`src/rtl/ctrl_pkg.sv`:
```
// Shared encodings for the 8-bit register datapath: opcodes, sequencer states,
// bus source codes and a small opcode classifier.
package ctrl_pkg;

    localparam logic [3:0] OP_LDA = 4'h0;
    localparam logic [3:0] OP_ADD = 4'h1;
    localparam logic [3:0] OP_SUB = 4'h2;
    localparam logic [3:0] OP_OUT = 4'hE;
    localparam logic [3:0] OP_HLT = 4'hF;

    typedef enum logic [2:0] {
        ST_IDLE = 3'd0,
        ST_T1   = 3'd1,
        ST_T2   = 3'd2,
        ST_T3   = 3'd3,
        ST_T4   = 3'd4,
        ST_T5   = 3'd5,
        ST_T6   = 3'd6,
        ST_HALT = 3'd7
    } state_t;

    typedef enum logic [2:0] {
        BUS_NONE = 3'd0,
        BUS_PC   = 3'd1,
        BUS_RAM  = 3'd2,
        BUS_IR   = 3'd3,
        BUS_A    = 3'd4,
        BUS_ALU  = 3'd5
    } bus_sel_t;

    typedef enum logic [2:0] {
        I_LDA,
        I_ADD,
        I_SUB,
        I_OUT,
        I_HLT,
        I_NOP
    } instr_class_t;

    // The operand nibble is a don't-care here; only the opcode picks the class.
    function automatic instr_class_t classify(input logic [7:0] instr);
        casez (instr)
            {OP_LDA, 4'b????}: classify = I_LDA;
            {OP_ADD, 4'b????}: classify = I_ADD;
            {OP_SUB, 4'b????}: classify = I_SUB;
            {OP_OUT, 4'b????}: classify = I_OUT;
            {OP_HLT, 4'b????}: classify = I_HLT;
            default:           classify = I_NOP;
        endcase
    endfunction

endpackage

```
`src/rtl/control_sequencer_if.sv`:
```
// Control bundle between the sequencer and the datapath registers.
interface control_sequencer_if #(parameter int PC_W = 4);

    logic            ena;
    logic            run;
    logic [7:0]      instr;
    logic [PC_W-1:0] pc;
    logic [2:0]      bus_sel;
    logic            mar_load;
    logic            ir_load;
    logic            a_load;
    logic            b_load;
    logic            out_load;
    logic            alu_sub;
    logic [2:0]      tstate;
    logic            halted;

    modport master (
        input  ena, run, instr,
        output pc, bus_sel, mar_load, ir_load, a_load, b_load, out_load,
               alu_sub, tstate, halted
    );

    modport slave (
        output ena, run, instr,
        input  pc, bus_sel, mar_load, ir_load, a_load, b_load, out_load,
               alu_sub, tstate, halted
    );

endinterface

```
`src/rtl/program_counter.sv`:
```
// Program counter with async clear; wraps modulo 2^PC_W.
module program_counter #(
    parameter int PC_W = 4
) (
    input  logic            clk,
    input  logic            rst_n,
    input  logic            inc,
    output logic [PC_W-1:0] pc
);

    always_ff @(posedge clk or negedge rst_n) begin
        if (!rst_n) begin
            pc <= '0;
        end else if (inc) begin
            pc <= pc + PC_W'(1);
        end
    end

endmodule

```
`src/rtl/control_sequencer.sv`:
```
// Six-T-state fetch/execute sequencer: registered state and PC, strobes
// decoded combinationally from state (and opcode in T4-T6).
module control_sequencer
    import ctrl_pkg::*;
#(
    parameter int PC_W = 4
) (
    input  logic                 clk,
    input  logic                 rst_n,
    control_sequencer_if.master  bus
);

    state_t       state;
    instr_class_t cls;
    bus_sel_t     sel;
    logic         mar_load;
    logic         ir_load;
    logic         a_load;
    logic         b_load;
    logic         out_load;
    logic         alu_sub;

    assign cls = classify(bus.instr);

    program_counter #(.PC_W(PC_W)) u_pc (
        .clk   (clk),
        .rst_n (rst_n),
        .inc   (bus.ena & (state == ST_T2)),
        .pc    (bus.pc)
    );

    // HALT only exits through rst_n; every instruction spends all six T-states.
    always_ff @(posedge clk or negedge rst_n) begin
        if (!rst_n) begin
            state <= ST_IDLE;
        end else if (bus.ena) begin
            case (state)
                ST_IDLE: if (bus.run) state <= ST_T1;
                ST_T1:   state <= ST_T2;
                ST_T2:   state <= ST_T3;
                ST_T3:   state <= ST_T4;
                ST_T4:   state <= (cls == I_HLT) ? ST_HALT : ST_T5;
                ST_T5:   state <= ST_T6;
                ST_T6:   state <= ST_T1;
                ST_HALT: state <= ST_HALT;
                default: state <= ST_IDLE;
            endcase
        end
    end

    always_comb begin
        sel      = BUS_NONE;
        mar_load = 1'b0;
        ir_load  = 1'b0;
        a_load   = 1'b0;
        b_load   = 1'b0;
        out_load = 1'b0;
        alu_sub  = 1'b0;
        if (bus.ena) begin
            case (state)
                ST_T1: begin
                    sel      = BUS_PC;
                    mar_load = 1'b1;
                end
                ST_T3: begin
                    sel     = BUS_RAM;
                    ir_load = 1'b1;
                end
                ST_T4: begin
                    if (cls == I_LDA || cls == I_ADD || cls == I_SUB) begin
                        sel      = BUS_IR;
                        mar_load = 1'b1;
                    end else if (cls == I_OUT) begin
                        sel      = BUS_A;
                        out_load = 1'b1;
                    end
                end
                ST_T5: begin
                    if (cls == I_LDA) begin
                        sel    = BUS_RAM;
                        a_load = 1'b1;
                    end else if (cls == I_ADD || cls == I_SUB) begin
                        sel    = BUS_RAM;
                        b_load = 1'b1;
                    end
                end
                ST_T6: begin
                    if (cls == I_ADD || cls == I_SUB) begin
                        sel     = BUS_ALU;
                        a_load  = 1'b1;
                        alu_sub = (cls == I_SUB);
                    end
                end
                default: ;
            endcase
        end
    end

    assign bus.bus_sel  = sel;
    assign bus.mar_load = mar_load;
    assign bus.ir_load  = ir_load;
    assign bus.a_load   = a_load;
    assign bus.b_load   = b_load;
    assign bus.out_load = out_load;
    assign bus.alu_sub  = alu_sub;
    assign bus.tstate   = state;
    assign bus.halted   = (state == ST_HALT);

endmodule
```
`src/flat_wrapper.sv`:
```
// flat-port wrapper written by rule: the top's interface ports become plain ports
module control_sequencer_flat import ctrl_pkg::*;
#(
    parameter int PC_W = 4
)
  (clk, rst_n, bus_ena, bus_run, bus_instr, bus_pc, bus_bus_sel, bus_mar_load, bus_ir_load, bus_a_load, bus_b_load, bus_out_load, bus_alu_sub, bus_tstate, bus_halted);
  control_sequencer_if #(.PC_W(PC_W)) bus_i ();
  input  logic clk;
  input  logic rst_n;
  input wire logic [$bits(bus_i.ena)-1:0] bus_ena;
  input wire logic [$bits(bus_i.run)-1:0] bus_run;
  input wire logic [$bits(bus_i.instr)-1:0] bus_instr;
  output wire logic [$bits(bus_i.pc)-1:0] bus_pc;
  output wire logic [$bits(bus_i.bus_sel)-1:0] bus_bus_sel;
  output wire logic [$bits(bus_i.mar_load)-1:0] bus_mar_load;
  output wire logic [$bits(bus_i.ir_load)-1:0] bus_ir_load;
  output wire logic [$bits(bus_i.a_load)-1:0] bus_a_load;
  output wire logic [$bits(bus_i.b_load)-1:0] bus_b_load;
  output wire logic [$bits(bus_i.out_load)-1:0] bus_out_load;
  output wire logic [$bits(bus_i.alu_sub)-1:0] bus_alu_sub;
  output wire logic [$bits(bus_i.tstate)-1:0] bus_tstate;
  output wire logic [$bits(bus_i.halted)-1:0] bus_halted;
  assign bus_i.ena = bus_ena;
  assign bus_i.run = bus_run;
  assign bus_i.instr = bus_instr;
  assign bus_pc = bus_i.pc;
  assign bus_bus_sel = bus_i.bus_sel;
  assign bus_mar_load = bus_i.mar_load;
  assign bus_ir_load = bus_i.ir_load;
  assign bus_a_load = bus_i.a_load;
  assign bus_b_load = bus_i.b_load;
  assign bus_out_load = bus_i.out_load;
  assign bus_alu_sub = bus_i.alu_sub;
  assign bus_tstate = bus_i.tstate;
  assign bus_halted = bus_i.halted;
  control_sequencer #(.PC_W(PC_W)) u_core (.clk(clk), .rst_n(rst_n), .bus(bus_i));
endmodule
```
`config.mk`:
```
export PLATFORM = sky130hd
export DESIGN_NAME = control_sequencer_flat
export DESIGN_NICKNAME = d
export VERILOG_FILES = /design/src/rtl/ctrl_pkg.sv /design/src/rtl/control_sequencer_if.sv /design/src/rtl/program_counter.sv /design/src/rtl/control_sequencer.sv /design/src/flat_wrapper.sv
export SDC_FILE = /design/constraint.sdc
export NUM_CORES = 1
export LEC_CHECK = 0
export ABC_CLOCK_PERIOD_IN_PS = 2000
export CORE_UTILIZATION = 35
export DETAILED_ROUTE_END_ITERATION = 12
export MAX_ROUTING_LAYER = met4
export PLACE_DENSITY_LB_ADDON = 0.1
export SYNTH_ARGS = -nofsm -noshare
export SYNTH_HDL_FRONTEND = slang
export SYNTH_SLANG_ARGS = --single-unit
export TNS_END_PERCENT = 1
```
`constraint.sdc`:
```
create_clock -name clk -period 2 [get_ports clk]
set_input_delay 0.4 -clock clk [delete_from_list [all_inputs] [get_ports clk]]
set_output_delay 0.4 -clock clk [all_outputs]
set_load 0.03 [all_outputs]
```
# After elaboration in Yosys (flattened, before gate mapping)
# Index checks and enable logic that the tools add are counted.
# word_totals
regBits	7
inputBits	12
# classes
n_reduce_logical	7
eq_ne	16
add_sub_neg	1
bitwise_logic	1
mux	30
# ops
op	n
one-hot mux 3 bit (5 select lines)	2
one-hot mux 3 bit (8 select lines)	1
two-way mux 3 bit	6
two-way mux 1 bit	17
equality test 3 bit, second input constant	5
equality test 3 x 2 -> 1 bit, second input constant	4
equality test 4 bit, second input constant	2
equality test 3 x 1 -> 1 bit, second input constant	2
logical NOT 3 bit	2
adder 4 x 1 -> 4 bit, second input constant	1
equality test 4 x 1 -> 1 bit, second input constant	1
equality test 4 x 2 -> 1 bit, second input constant	1
logical NOT 4 bit	1
two-way mux 2 bit	2
one-hot mux 1 bit (2 select lines)	2
logical OR 1 bit	3
!= test 2 bit, second input constant	1
AND reduction 2 bit	1
AND 1 bit	1

# Logic depth before layout (Yosys ltp)
# Gate-level depths: netlist (run 1).
# logic_depth
depth_word	8
mapped_depth	5
mapped_depth_nobuf	3

# Modules after synthesis
# From an unflattened synthesis (run 1), not the netlist that was laid out.
# unflattened
cells_unflattened	58
hier_area_um2	543.0
# modules_own_cells
mod	cells_each	area_each_um2	seq_area_each_um2	n_inst
control_sequencer	47	382.9	75.1	1
program_counter	11	160.2	100.1	1

# Worst setup path after synthesis (run 1)
# No wires, ideal clock.
# synth_path
path_type	flip-flop to output port
start	register with a tool-made name
end	output bus_alu_sub
path_buffers	0
stages_incl_launch_ff	3
slack_ps	-382
t_arrival_ps	1982
path_cell_list	dfrtp_1 > or3b_4 > nor4_1
# synth_rtl
element	line	source
to (decl)	flat_wrapper.sv:20	output wire logic [$bits(bus_i.alu_sub)-1:0] bus_alu_sub;

# Worst setup path in the final report (run 1)
# layout_path
start	input bus_instr[6]
end	output bus_mar_load
# layout_via
elab_chain_len	8
# layout_lines
element	line	source
from (decl)	flat_wrapper.sv:12	input wire logic [$bits(bus_i.instr)-1:0] bus_instr;
equality test 4 bit, or another cell as far along	ctrl_pkg.sv:42	casez (instr)
one-hot mux 3 bit (5 select lines) *	ctrl_pkg.sv:42	
equality test 3 x 1 -> 1 bit / logical NOT 3 bit (equally long branches)	control_sequencer.sv:70	if (cls == I_LDA || cls == I_ADD || cls == I_SUB) begin
logical OR 1 bit	control_sequencer.sv:70	
logical OR 1 bit *	control_sequencer.sv:70	
two-way mux 1 bit *	control_sequencer.sv:70	
one-hot mux 1 bit (2 select lines) *	control_sequencer.sv:60	case (state)
two-way mux 1 bit *	control_sequencer.sv:59	if (bus.ena) begin
to (decl)	flat_wrapper.sv:15	output wire logic [$bits(bus_i.mar_load)-1:0] bus_mar_load;
# Every way passes the cells marked *; elsewhere a longest branch is shown, timed or not.

==> metrics.txt, run 1 <==
Post-Place Cells 117; die width between 40 and 50 um; gpl congestion 0.714; drt initial violations 5; Max clock buf depth 2; CP Max Fanout 4; worst skew pair latency 250 ps; Crit path required time ~1600 ps; CTS Hold Buffers Added 0; Lkg Pwr 0.000422 uW; Psw 634 uW; chip height 43.9 um; fraction of layout cells with a size suffix above 1 45.8%; Clock transition at path regs approximately 50 ps; post-route ant nets 0; Synth Cell Area 613 um2; initial antenna violation count 0; WHS about 410 ps; Mapped Cells just under 70; endpoint class of the critical path primary output; VDD IR max 723 uV; setup violators final 0; crit-path cells clkdlybuf4s15_1 -> or3b_4 -> a211o_2 -> a21oi_2 -> buf_6; Post-Layout Cell Count 123; Seq pwr share ~22%; Worst Path Arrival about 1600 ps; Synth-to-Final Area Change 66.1%; EDFF count, synth 0; worst slew pin tran a little under 400 ps; PD cells ~1300 nW/um2; YS warnings 0; reg2reg path depth 4; post-DP HPWL 1190 um; CTS H-tree lvls 1; Yosys cell types 38; root buffer cell clkbuf_4; commonest cells after routing, fill and taps aside 24 x buf_4, 10 x clkdlybuf4s50_1, 9 x nand2_1; CP startpoint kind input pin; Worst path max stage delay approximately 440 ps; first-pass GRT wire length approximately 2500 um; CTS Sinks 7; part of the cycle the worst path needs 99.5%; Crit Path Category in -> out; DRT Pass-1 Iters 7; RSZ-0062 raised after global routing true; syn nets 81; max-slew violation count 0; Seq/Total Area, Yosys between 20% and 30%; Top Ports 29; Post-synth ARST share between 90% and 100%; largest net degree at the start of global routing 17; Total Routing Usage GR a little under a fifth; Power Total 1340 uW; vias 663; total wire length 1570 um; Net Sw Frac a little under half; clk_skew between 2 and 2.5 ps; cell area after layout about 1000 um2; Ant. Diodes 0; # DRC 0; CTS tree built; Pint 704 uW; Util after Layout roughly 65%; Clk pwr share about a tenth; CTS buffer count 3; vias in the first global route between 500 and 600; Placed Area 942 um2; status finished, final reports clean; NumNets Final 121; remaining global-route overflow 0; maxcap violations 0; minimum clock period 1990 ps; Rows 14; Syn Area/Cell 9.02 um2; core footprint about 1600 um2; Post-synth top flop dfrtp_1; I/O Buffers 24; flops & latches, synth 7; most common cell after layout, fill and taps aside buf_4; die area 1920 um2; WL per Instance 12.8 um; Starting Density between 30% and 40%; headroom to the max-slew limit 73.9%; fillcell total 146; Final Hold Viols 0; Fmax slightly above 0.5 GHz; Comb pwr share 68.3%; Worst path slowest cell or3b_4; worst hold-check path type in -> async; vias per cell roughly 5.4
==> final timing paths <==
check                                     startpoint                   end  slack, ps
worst max-delay path                    bus_instr[6]          bus_mar_load         10
worst min-delay path                           rst_n     u_core.u_pc.pc[2]        410
worst max register to register  u_core.bus.tstate[1]  u_core.bus.tstate[1]        490
worst min register to register     u_core.u_pc.pc[3]     u_core.u_pc.pc[3]        500
max in group asynchronous                      rst_n  u_core.bus.tstate[1]       1340
min in group clk                   u_core.u_pc.pc[3]     u_core.u_pc.pc[3]        500
==> per-layer routing <==
layer	wire length, um	GRT usage, %	vias up
li1	-	-	328
met1	694	22.7	318
met2	811	29.6	15
met3	57	3.75	2
met4	8	5.45	0
met5	0	-	-
==> critical path: cells and delay by family <==
family	cells	cell delay, ps
compound gates	2	420
buf+inv	2	330
simple gates	1	440
==> synthesized netlist by cell type, drive strengths merged, types with 2 or more instances <==
master	count	area, um2
a211oi	2	15.0
a21oi	3	18.8
and3	2	12.5
and4bb	2	25.0
buf	4	28.8
dfrtp	7	175
mux2	2	22.5
nand2	9	33.8
nand3	2	10.0
nand4	2	12.5
nor2	4	15.0
nor3b	3	22.5
o21ai	2	10.0
xnor2	2	17.5
xor2	2	17.5
==> power by group through the flow <==
| stage | Combinational, uW | Clock (uW) | Sequential (uW) |
|---|---|---|---|
| final | 913 | 126 | 299 |
| after global placement | 816 | 0 | 322 |
| after global routing | 987 | 142 | 316 |
| after CTS | 906 | 129 | 299 |
| after floorplan | 454 | 0 | 412 |
| after detailed placement | 829 | 0 | 332 |
==> what timing repair did <==
item / 4_1_cts / 5_1_grt
pin swaps: 6 / 0
buffers inserted: 2 / 0
gates resized for setup: 12 / 3
endpoints found under the hold margin: 0 / 0
setup endpoints to repair: 9 / 6
==> stage by stage <==
stage               TNS [ps]  setup WS (ps)
floorplan               -257          -81.1
global placement       -1500           -300
detailed placement     -1440           -303
CTS                        0           11.8
global route            -140          -43.0
finish                     0           10.9
==> cell type report <==
type / count / area (um2) / share of cell area [%]
multi-input combinational: 55 / 450 / 44.2
timing repair buffer: 40 / 340 / 33.4
sequential: 7 / 178 / 17.4
clock buffer: 4 / 26.3 / 2.58
tap: 16 / 20.0 / 1.97
inverter: 1 / 3.75 / 0.369
==> logic make-up after synthesis <==
kind of cell | count (synthesis) | synth area share (%)
simple gates | 33 | 32.9
compound gates | 15 | 21.2
flops | 7 | 28.6
buf+inv | 6 | 5.92
xor+xnor | 4 | 5.72
mux | 2 | 3.67
fa+ha+maj | 1 | 2.04
Note: power is estimated with default switching activity, not from simulation.
==> run 2, diff against run 1 <==
CORE_MARGIN = 1   (was unset)
==> results of run 2 <==
Same layout as run 1: the final DEF is identical, and so are final timing and power.
